==> config.mk <==
export PLATFORM = sky130hd
export DESIGN_NAME = spi_mem_master
export DESIGN_NICKNAME = d
export VERILOG_FILES = /design/src/rtl/spi_mem_pkg.sv /design/src/rtl/spi_sclk_div.sv /design/src/rtl/spi_mem_master.sv
export SDC_FILE = /design/constraint.sdc
export NUM_CORES = 1
export LEC_CHECK = 0
export ABC_CLOCK_PERIOD_IN_PS = 3400
export CORE_UTILIZATION = 58
export CTS_CLUSTER_SIZE = 20
export DETAILED_ROUTE_END_ITERATION = 12
export GPL_ROUTABILITY_DRIVEN = 1
export GPL_TIMING_DRIVEN = 0
export HOLD_SLACK_MARGIN = 0.06
export PLACE_DENSITY = 0.91
export SYNTH_ARGS = -nofsm -noshare
export SYNTH_HDL_FRONTEND = slang
export SYNTH_HIERARCHICAL = 1
export SYNTH_SLANG_ARGS = --single-unit
==> constraint.sdc <==
create_clock -name clk -period 3.4 [get_ports clk]
set_input_delay 0.68 -clock clk [delete_from_list [all_inputs] [get_ports clk]]
set_output_delay 0.68 -clock clk [all_outputs]
set_load 0.05 [all_outputs]
==> src/rtl/spi_mem_pkg.sv <==
// -----------------------------------------------------------------------------
// spi_mem_pkg
//   Shared definitions for the SPI SRAM initiator:
//     - 23LC-style command opcodes (READ / WRITE)
//     - SPI mode-0 clock polarity / phase constants
//     - FSM state encoding used by spi_mem_master
//     - cmd_for(): picks the opcode for a request direction
// -----------------------------------------------------------------------------
package spi_mem_pkg;

    // 23LC-style single-byte command opcodes.
    localparam logic [7:0] CMD_READ  = 8'h03;
    localparam logic [7:0] CMD_WRITE = 8'h02;

    // SPI mode 0: SCLK idles low, data sampled on the leading (rising) edge
    // and changed on the trailing (falling) edge.
    localparam logic SPI_CPOL = 1'b0;
    localparam logic SPI_CPHA = 1'b0;

    typedef enum logic [2:0] {
        IDLE,
        SETUP,
        SHIFT,
        HOLD,
        GAP
    } state_t;

    function automatic logic [7:0] cmd_for(input logic we);
        return we ? CMD_WRITE : CMD_READ;
    endfunction

endpackage : spi_mem_pkg

==> src/rtl/spi_sclk_div.sv <==
// -----------------------------------------------------------------------------
// spi_sclk_div
//   SCLK generator. While en is high, SCLK toggles every CLK_DIV clk cycles,
//   the first toggle leaving the idle level. While en is low the half-period
//   counter is cleared and SCLK is parked at its idle level, so every enable
//   window starts with a full half-period before the first edge.
//
// Ports
//   clk    in   system clock
//   rst_n  in   synchronous active-low reset
//   en     in   run the divider
//   sclk   out  registered SPI clock
//   rise   out  single-cycle strobe: sclk goes high on the coming clk edge
//   fall   out  single-cycle strobe: sclk goes low on the coming clk edge
// -----------------------------------------------------------------------------
module spi_sclk_div
    import spi_mem_pkg::*;
#(
    parameter int CLK_DIV = 2
) (
    input  logic clk,
    input  logic rst_n,
    input  logic en,
    output logic sclk,
    output logic rise,
    output logic fall
);

    localparam int DW = $clog2(CLK_DIV + 1);

    logic [DW-1:0] cnt_q;
    logic          terminal;

    // The strobes announce the edge that the next clk edge will produce, so a
    // consumer acting on the same clk edge sees MISO/MOSI exactly as they were
    // just before the SCLK transition.
    assign terminal = en && (cnt_q == DW'(CLK_DIV - 1));
    assign rise     = terminal && (sclk == SPI_CPOL);
    assign fall     = terminal && (sclk != SPI_CPOL);

    // NOTE: reset is synchronous, so it sits inside the clocked block and is
    // sampled like any other input; all state updates use <= so every
    // register sees the pre-edge values of its neighbours.
    always_ff @(posedge clk) begin
        if (!rst_n) begin
            cnt_q <= '0;
            sclk  <= SPI_CPOL;
        end else if (!en) begin
            cnt_q <= '0;
            sclk  <= SPI_CPOL;
        end else if (terminal) begin
            cnt_q <= '0;
            sclk  <= ~sclk;
        end else begin
            cnt_q <= cnt_q + 1'b1;
        end
    end

endmodule : spi_sclk_div

==> src/rtl/spi_mem_master.sv <==
// -----------------------------------------------------------------------------
// spi_mem_master
//   SPI mode-0 initiator that turns single-byte CPU memory requests into
//   23LC-style SRAM frames: {cmd, big-endian address, data}, MSB first.
//   Reads send 0x00 in the data slot and return the byte shifted in on MISO.
//
//   Frame timeline (edges counted from the accept edge, N = frame bits):
//     SETUP  CLK_DIV cycles, CS low, SCLK low
//     SHIFT  N SCLK periods; rise samples MISO, fall presents next MOSI bit
//     HOLD   CLK_DIV cycles after the last fall, CS low, SCLK low
//     close  next edge: CS high, rsp_valid pulse, read data loaded
//     GAP    CS high for CLK_DIV cycles, then back to IDLE / req_ready
//   rsp_valid therefore rises (2 + 2N) * CLK_DIV + 1 edges after accept.
//
// Ports
//   clk, rst_n      system clock, synchronous active-low reset
//   req_valid/ready request handshake; accepted when both high at an edge
//   req_we          1 = write, 0 = read
//   req_addr        byte address (ADDR_W bits)
//   req_wdata       write data byte
//   rsp_valid       one-cycle completion pulse
//   rsp_rdata       read data, updated with rsp_valid on reads only
//   busy            high from accept until the FSM is back in IDLE
//   spi_cs_n        SRAM chip select, active low
//   spi_sclk        SPI clock
//   spi_mosi        serial data out
//   spi_miso        serial data in
// -----------------------------------------------------------------------------
module spi_mem_master
    import spi_mem_pkg::*;
#(
    parameter int ADDR_W  = 16,
    parameter int CLK_DIV = 2
) (
    input  logic              clk,
    input  logic              rst_n,
    input  logic              req_valid,
    output logic              req_ready,
    input  logic              req_we,
    input  logic [ADDR_W-1:0] req_addr,
    input  logic [7:0]        req_wdata,
    output logic              rsp_valid,
    output logic [7:0]        rsp_rdata,
    output logic              busy,
    output logic              spi_cs_n,
    output logic              spi_sclk,
    output logic              spi_mosi,
    input  logic              spi_miso
);

    localparam int NBITS = 16 + ADDR_W;
    localparam int CW    = $clog2(CLK_DIV + 1);
    localparam int BW    = $clog2(NBITS + 1);

    state_t            state_q, state_d;
    logic [CW-1:0]     cnt_q, cnt_d;
    logic [BW-1:0]     bit_cnt_q, bit_cnt_d;
    // Only the bits still to be sent after the one already on MOSI are kept.
    logic [NBITS-2:0]  tx_q, tx_d;
    logic [7:0]        rx_q, rx_d;
    logic              we_q, we_d;
    logic              cs_n_q, cs_n_d;
    logic              mosi_q, mosi_d;
    logic              busy_q, busy_d;
    logic              ready_q, ready_d;
    logic              rsp_valid_q, rsp_valid_d;
    logic [7:0]        rdata_q, rdata_d;

    logic [NBITS-1:0]  frame;
    logic              sclk_en;
    logic              sclk_rise;
    logic              sclk_fall;
    logic              sample_stb;
    logic              shift_stb;

    assign frame = {cmd_for(req_we), req_addr, (req_we ? req_wdata : 8'h00)};

    // -------------------------------------------------------------------------
    // SCLK generation: only runs during SHIFT, so SETUP and HOLD see SCLK low.
    // -------------------------------------------------------------------------
    assign sclk_en = (state_q == SHIFT);

    spi_sclk_div #(
        .CLK_DIV (CLK_DIV)
    ) u_sclk_div (
        .clk   (clk),
        .rst_n (rst_n),
        .en    (sclk_en),
        .sclk  (spi_sclk),
        .rise  (sclk_rise),
        .fall  (sclk_fall)
    );

    // Mode 0 samples on the leading edge and shifts on the trailing edge.
    assign sample_stb = (SPI_CPHA == 1'b0) ? sclk_rise : sclk_fall;
    assign shift_stb  = (SPI_CPHA == 1'b0) ? sclk_fall : sclk_rise;

    // -------------------------------------------------------------------------
    // Next-state and next-output logic
    // -------------------------------------------------------------------------
    // NOTE: every signal written here gets its hold value first, so no path
    // through the case statement leaves one unassigned and no latch appears.
    always_comb begin
        state_d     = state_q;
        cnt_d       = cnt_q;
        bit_cnt_d   = bit_cnt_q;
        tx_d        = tx_q;
        rx_d        = rx_q;
        we_d        = we_q;
        cs_n_d      = cs_n_q;
        mosi_d      = mosi_q;
        busy_d      = busy_q;
        ready_d     = ready_q;
        rsp_valid_d = 1'b0;
        rdata_d     = rdata_q;

        unique case (state_q)
            IDLE: begin
                // ready comes up one edge after reset release and stays up
                // until a request is taken.
                ready_d = 1'b1;
                if (req_valid && ready_q) begin
                    state_d   = SETUP;
                    cnt_d     = '0;
                    bit_cnt_d = '0;
                    tx_d      = frame[NBITS-2:0];
                    we_d      = req_we;
                    cs_n_d    = 1'b0;
                    mosi_d    = frame[NBITS-1];
                    busy_d    = 1'b1;
                    ready_d   = 1'b0;
                end
            end

            SETUP: begin
                if (cnt_q == CW'(CLK_DIV - 1)) begin
                    state_d = SHIFT;
                    cnt_d   = '0;
                end else begin
                    cnt_d = cnt_q + 1'b1;
                end
            end

            SHIFT: begin
                if (sample_stb) begin
                    // Only the final data byte matters, so 8 bits of history
                    // are enough.
                    rx_d = {rx_q[6:0], spi_miso};
                end
                if (shift_stb) begin
                    bit_cnt_d = bit_cnt_q + 1'b1;
                    if (bit_cnt_q == BW'(NBITS - 1)) begin
                        state_d = HOLD;
                        cnt_d   = '0;
                        mosi_d  = 1'b0;
                    end else begin
                        mosi_d = tx_q[NBITS-2];
                        tx_d   = {tx_q[NBITS-3:0], 1'b0};
                    end
                end
            end

            HOLD: begin
                // Counts CLK_DIV full cycles of CS-low/SCLK-low after the last
                // fall; the frame closes on the edge that follows them.
                if (cnt_q == CW'(CLK_DIV)) begin
                    state_d     = GAP;
                    cnt_d       = '0;
                    cs_n_d      = 1'b1;
                    rsp_valid_d = 1'b1;
                    if (!we_q) begin
                        rdata_d = rx_q;
                    end
                end else begin
                    cnt_d = cnt_q + 1'b1;
                end
            end

            GAP: begin
                // Minimum CS-high time before the next frame can start.
                if (cnt_q == CW'(CLK_DIV - 1)) begin
                    state_d = IDLE;
                    cnt_d   = '0;
                    busy_d  = 1'b0;
                    ready_d = 1'b1;
                end else begin
                    cnt_d = cnt_q + 1'b1;
                end
            end

            default: begin
                state_d = IDLE;
            end
        endcase
    end

    // -------------------------------------------------------------------------
    // State and output registers. A reset mid-frame lands here directly: CS
    // rises, the FSM drops to IDLE and the partial frame is discarded without
    // a response pulse.
    // -------------------------------------------------------------------------
    always_ff @(posedge clk) begin
        if (!rst_n) begin
            state_q     <= IDLE;
            cnt_q       <= '0;
            bit_cnt_q   <= '0;
            tx_q        <= '0;
            rx_q        <= '0;
            we_q        <= 1'b0;
            cs_n_q      <= 1'b1;
            mosi_q      <= 1'b0;
            busy_q      <= 1'b0;
            ready_q     <= 1'b0;
            rsp_valid_q <= 1'b0;
            rdata_q     <= '0;
        end else begin
            state_q     <= state_d;
            cnt_q       <= cnt_d;
            bit_cnt_q   <= bit_cnt_d;
            tx_q        <= tx_d;
            rx_q        <= rx_d;
            we_q        <= we_d;
            cs_n_q      <= cs_n_d;
            mosi_q      <= mosi_d;
            busy_q      <= busy_d;
            ready_q     <= ready_d;
            rsp_valid_q <= rsp_valid_d;
            rdata_q     <= rdata_d;
        end
    end

    assign req_ready = ready_q;
    assign rsp_valid = rsp_valid_q;
    assign rsp_rdata = rdata_q;
    assign busy      = busy_q;
    assign spi_cs_n  = cs_n_q;
    assign spi_mosi  = mosi_q;

endmodule : spi_mem_master
==> After elaboration in Yosys (flattened, before gate mapping) <==
Cells that the tools add are included.
{ "word_totals": {"ff_bits": 67, "in_bits": 29, "out_inout_bits": 14} }
{ "op_classes": {"eq_ne": 15, "bitwise": 4, "add_sub_neg": 3, "n_reduce_logical": 23, "mux": 36} }
{ "op_table": {"columns": ["operator", "count"], "rows": [
  ["$mux 31", 3],
  ["$pmux 31 s2", 1],
  ["$mux 3", 6],
  ["$pmux 3 s5", 1],
  ["$ne 2x2->1 const B", 7],
  ["$mux 6", 2],
  ["$pmux 6 s2", 1],
  ["$reduce_and 3->1", 4],
  ["$mux 1", 11],
  ["$mux 2", 5],
  ["$reduce_and 2->1", 5],
  ["$mux 8", 1],
  ["$pmux 1 s2", 4],
  ["$pmux 2 s4", 1],
  ["$reduce_and 4->1", 2],
  ["$add 6x1->6 const B", 1],
  ["$eq 3x2->1 const B", 2],
  ["$eq 6x5->1 const B", 1],
  ["$reduce_and 6->1", 1],
  ["$reduce_bool 2->1", 3],
  ["$add 2x1->2 const B", 2],
  ["$eq 2x1->1 const B", 2],
  ["$logic_and 1x1->1", 4],
  ["$not 1->1", 4],
  ["other kinds (7)", 7]
]} }

==> Depth between registers and ports, before layout <==
{ "logic_depth": {"depth_word": 5, "ltp_mapped": 10, "depth_no_buf": 7} }

==> By module <==
Netlist, hierarchy kept.
{ "modules_own_cells": {"columns": ["mod", "n_inst", "cells_per_inst", "area_per_inst_um2", "seq_area_each_um2"], "rows": [
  ["spi_mem_master", 1, 319, 2956.6, 1281.2],
  ["spi_sclk_div", 1, 13, 117.6, 60.1]
]} }

==> Worst setup path before layout <==
OpenSTA, ideal clock, no wires.
{ "synth_path": {"path_kind": "flip-flop to flip-flop", "start": "reg state_q[1]", "end": "reg tx_q[10]", "setup_slack_ns": 1.209, "path_stages_with_launch": 11, "period_less_slack_ns": 2.191, "t_required_ns": 3.284, "arrival_time_ns": 2.074, "path_cell_list": "dfxtp_1 > or3b_1 > inv_1 > buf_2 > and3_2 > and2_1 > buf_2 > o211a_1 > buf_2 > o21ai_1 > o211a_1"} }
{ "synth_via": {"elab_chain_cells": 5, "word_cells_on_any_way": 10, "cone_classes": "eq/ne: 4; mux: 1; reduce/logical: 5"} }
{ "synth_rtl": {"columns": ["element", "line_no", "text"], "rows": [
  ["start, declared", "spi_mem_master.sv:55", "state_t state_q, state_d;"],
  ["start signal, assigned", "spi_mem_master.sv:217", "state_q <= state_d;"],
  ["$eq 3x2->1", "spi_mem_master.sv:81", "assign sclk_en = (state_q == SHIFT);"],
  ["net sclk_en", "spi_mem_master.sv:70", "logic sclk_en;"],
  ["$logic_and 1x1->1", "spi_sclk_div.sv:37", "assign terminal = en && (cnt_q == DW'(CLK_DIV - 1));"],
  ["$logic_and 1x1->1", "spi_sclk_div.sv:39", "assign fall = terminal && (sclk != SPI_CPOL);"],
  ["net sclk_fall", "spi_mem_master.sv:72", "logic sclk_fall;"],
  ["$ne 2x2->1 (no source line)", null, null],
  ["$reduce_and 4->1 (no source line)", null, null],
  ["end signal, assigned", "spi_mem_master.sv:220", "tx_q <= tx_d;"],
  ["end, declared", "spi_mem_master.sv:59", "logic [NBITS-2:0] tx_q, tx_d;"]
]} }
The timed path passes the listed nets, and every way through them passes these cells.
A chain may end at the register's enable or synchronous reset.

==> Final worst setup path <==
{ "layout_path": {"start": "reg state_q[1]", "end": "reg tx_q[18]"} }
The elaborated chain is that of the path after synthesis.

==> impl_metrics.py <==
metrics = {
    "worst_setup_path": {
        "path_max_fanout": 12,
        "endpoint_class_of_the_critical_path": "flip-flop",
        "crit_family": "buffers and inverters",
        "worst-r2r-setup-slack_ns": 0.69,
        "path_cells": "or3b_1 > inv_1 > buf_2 > and3_2 > and2_1 > buf_2 > o211a_1 > buf_2 > o21ai_1 > o211a_1",
        "path_buf_inv": 4,
        "timing.critical_path.from_type": "flip-flop",
        "cp_slowest_stage_delay_ns": 0.43,
        "path_common_cell": "buf_2",
        "library_cell_contributing_the_largest_single_delay_on_the_critical_path": "dfxtp_1",
        "crit_path_arrival_time_ns": 2.95,
        "cp.required_ns": 3.63,
        "setup.worst_path.class": "flip-flop to flip-flop",
    },
    "clocking": {
        "buffers_inserted_during_post_cts_setup_optimization": 0,
        "ctsHtreeMaxLevel": 3,
        "cts-buffers-inserted": 9,
        "cts_num_sinks": 67,
        "worstSkewPairLatency_ns": 0.34,
        "tritoncts": "done",
        "ctsResizeCount": 0,
        "number_of_hold_buffers_added_after_cts": 0,
        "clock_root_buffer": "clkbuf_8",
        "max-clock-path-buffers": 2,
        "cts.reportedPaths.clkPinSlew_ns": 0.07,
    },
    "timing": {
        "tns_ns": 0,
        "finalHoldWorstSlack_ns": 0.428,
        "grt_setup_unrepaired": "false",
        "fin_skew_ns": 0.00703,
        "worst_slack_ns": 0.685,
        "post-route-min-period_ns": 2.71,
        "timing.final.hold_violations": 0,
        "fmax_mhz": 368,
        "maxSlewViolCount": 0,
        "timing.final.crit_share_pct": 79.9,
        "slew-limit-headroom_pct": 63.6,
        "final_setup_violating_endpoints": 0,
        "worst-slew-pin-transition_ns": 0.546,
    },
    "synthesis": {
        "synth_top_area_cell": "dfxtp_1",
        "synthCells": 332,
        "synth_flop_cell": "dfxtp_1",
        "yosysWarnings": 6,
        "post_synth_main_area_contributors": "dfxtp_1, mux2i_1, o211a_1",
        "async_flop_share_pct": 0,
        "synth.lib_cells_used.distinct": 43,
        "ys_top_cells_by_count": "dfxtp_1, nand2_1, mux2i_1, o211a_1, nor2_1",
        "synth_enable_flop_cells": 0,
        "synth_largest_type_area_fraction_pct": 43.6,
        "synthesis.nets": 363,
        "synth_seq_area_share_pct": 43.6,
        "mappedNetlistArea_um2": 3070,
        "synth_seq_cells": 67,
        "avgSynthCellArea_um2": 9.26,
        "yosysMostFrequentCell": "dfxtp_1",
    },
    "run_status": {
        "status": "finished clean",
    },
    "grt": {
        "global_route_wire_length_before_repair_um": 11200,
        "grt_max_degree": 13,
        "antenna_violations_before_repair": 0,
        "final_global_route_overflow_total": 0,
        "vias_in_the_first_global_route": 2438,
        "groute.usage.overall_pct": 27.1,
    },
    "detailed_routing": {
        "antenna_left": 0,
        "routed_wire_length_per_instance_um": 14.8,
        "drc": 0,
        "via_count": 2615,
        "routed_wl_um": 6770,
        "detail_route.first_pass.iterations": 4,
        "drtIter0Drc": 160,
        "drt-vias-per-instance": 5.71,
    },
    "placed_design": {
        "dpl-instance-area_um2": 3570,
        "detailedPlace.worstSlack_ns": 0.770,
        "dp_hpwl_um": 4690,
        "buffer_ports.inserted": 41,
        "routabilityCongestion": 0.831,
        "dpl.cell_count": 443,
    },
    "finish": {
        "nNetsFinal": 415,
        "insertedDiodeCount": 0,
        "drive_gt1_share_pct": 9.54,
        "final_design_area_no_fill_um2": 3800,
        "multiInputGateArea_um2": 1570,
        "regArea_um2": 1340,
        "filler_cell_count": 385,
        "syn_to_final_growth_pct": 23.7,
        "non_filler_cells_final": 458,
    },
    "pwr": {
        "max-vdd-ir-drop_v": 0.000405,
        "power_leakage_nw": 1.77,
        "power_per_cell_area_nw_per_um2": 518,
    },
    "floorplan": {
        "core.rowCount": 26,
        "fp.dieH_um": 74.8,
        "die_x_um": 74.8,
        "design.die.area_um2": 5600,
        "core_area_um2": 5110,
        "io_pins": 43,
        "initial_utilization_pct": 60.2,
    },
    "worst_hold_path": {
        "kind_of_path_behind_the_tightest_hold_check": "flip-flop to flip-flop",
    },
    "job": {
        "max_cap_viol_count": 0,
    },
}
==> report_power, final <==
group	switching, mW	internal [mW]	total, mW	leakage, nW
combinational	0.174	0.152	0.326	1.11
clock	0.297	0.482	0.779	0.112
sequential	0.0296	0.834	0.864	0.544
==> path summary, 6_finish.rpt <==
| path | start | endpoint | cells past startpoint |
|---|---|---|---|
| worst max-delay path | state_q[1]$_SDFFE_PN0P_ | tx_q[18]$_SDFFE_PN0P_ | 10 |
| worst min-delay path | u_sclk_div/cnt_q[0]$_SDFF_PP0_ | u_sclk_div/cnt_q[0]$_SDFF_PP0_ | 1 |
| worst max register to register | state_q[1]$_SDFFE_PN0P_ | tx_q[18]$_SDFFE_PN0P_ | 10 |
| worst min register to register | u_sclk_div/cnt_q[0]$_SDFF_PP0_ | u_sclk_div/cnt_q[0]$_SDFF_PP0_ | 1 |
==> layout make-up <==
type                    instances  area share [%]
multi-input cells             234            41.2
flip-flops and latches         67            35.3
repair buffers                 41            10.8
plain buffers                  29            4.21
clock buffers                  10            3.36
clock inverters                 5            2.70
well taps                      70            2.30
inverters                       2           0.197
==> cell usage in the layout, fill, tap and decap left out, drive strengths merged, types with 2 or more instances in the layout <==
master,n
a211oi,2
a21boi,12
a21oi,3
and2,6
and3,3
and3b,2
buf,18
bufinv,3
clkbuf,21
clkdlybuf4s50,41
dfxtp,67
ha,2
inv,2
mux2i,26
nand2,51
nand2b,5
nand3,10
nand3b,4
nand4,2
nor2,13
nor2b,10
nor3,2
o2111ai,3
o211a,24
o211ai,11
o21ai,21
o22ai,6
o311a,2
or3,2
xor2,4
==> cell families after synthesis <==
family	synth area share, %
simple gates	18.1
compound gates	22.1
mux	8.47
flops	43.6
buf+inv	5.45
fa+ha+maj	0.814
xor+xnor	1.42
==> layer usage <==
metal | vias up | global-route usage (%) | part of all wire, %
met5 | - | 0 | 0
met1 | 1235 | 33.8 | 45
met2 | 71 | 44.4 | 49
li1 | 1289 | - | -
met4 | 0 | 11.9 | 3.2
met3 | 20 | 6.83 | 3.3
==> flip-flops by register name, summed over array words and instances, names as in the netlist, 2 cells and up <==
name / count
u_sclk_div/cnt_q: 2
bit_cnt_q: 6
tx_q: 31
cnt_q: 2
state_q: 3
rsp_rdata: 8
rx_q: 8
==> per-stage QoR <==
step / power, mW / utilization [%]
6_report: 1.97 / 74.4
3_5_place_dp: 1.20 / 69.9
2_1_floorplan: 1.10 / -
3_3_place_gp: 1.19 / 69.9
4_1_cts: 1.97 / 74.4
5_1_grt: 2.04 / 74.4
Note: power is estimated with default switching activity, not from simulation.
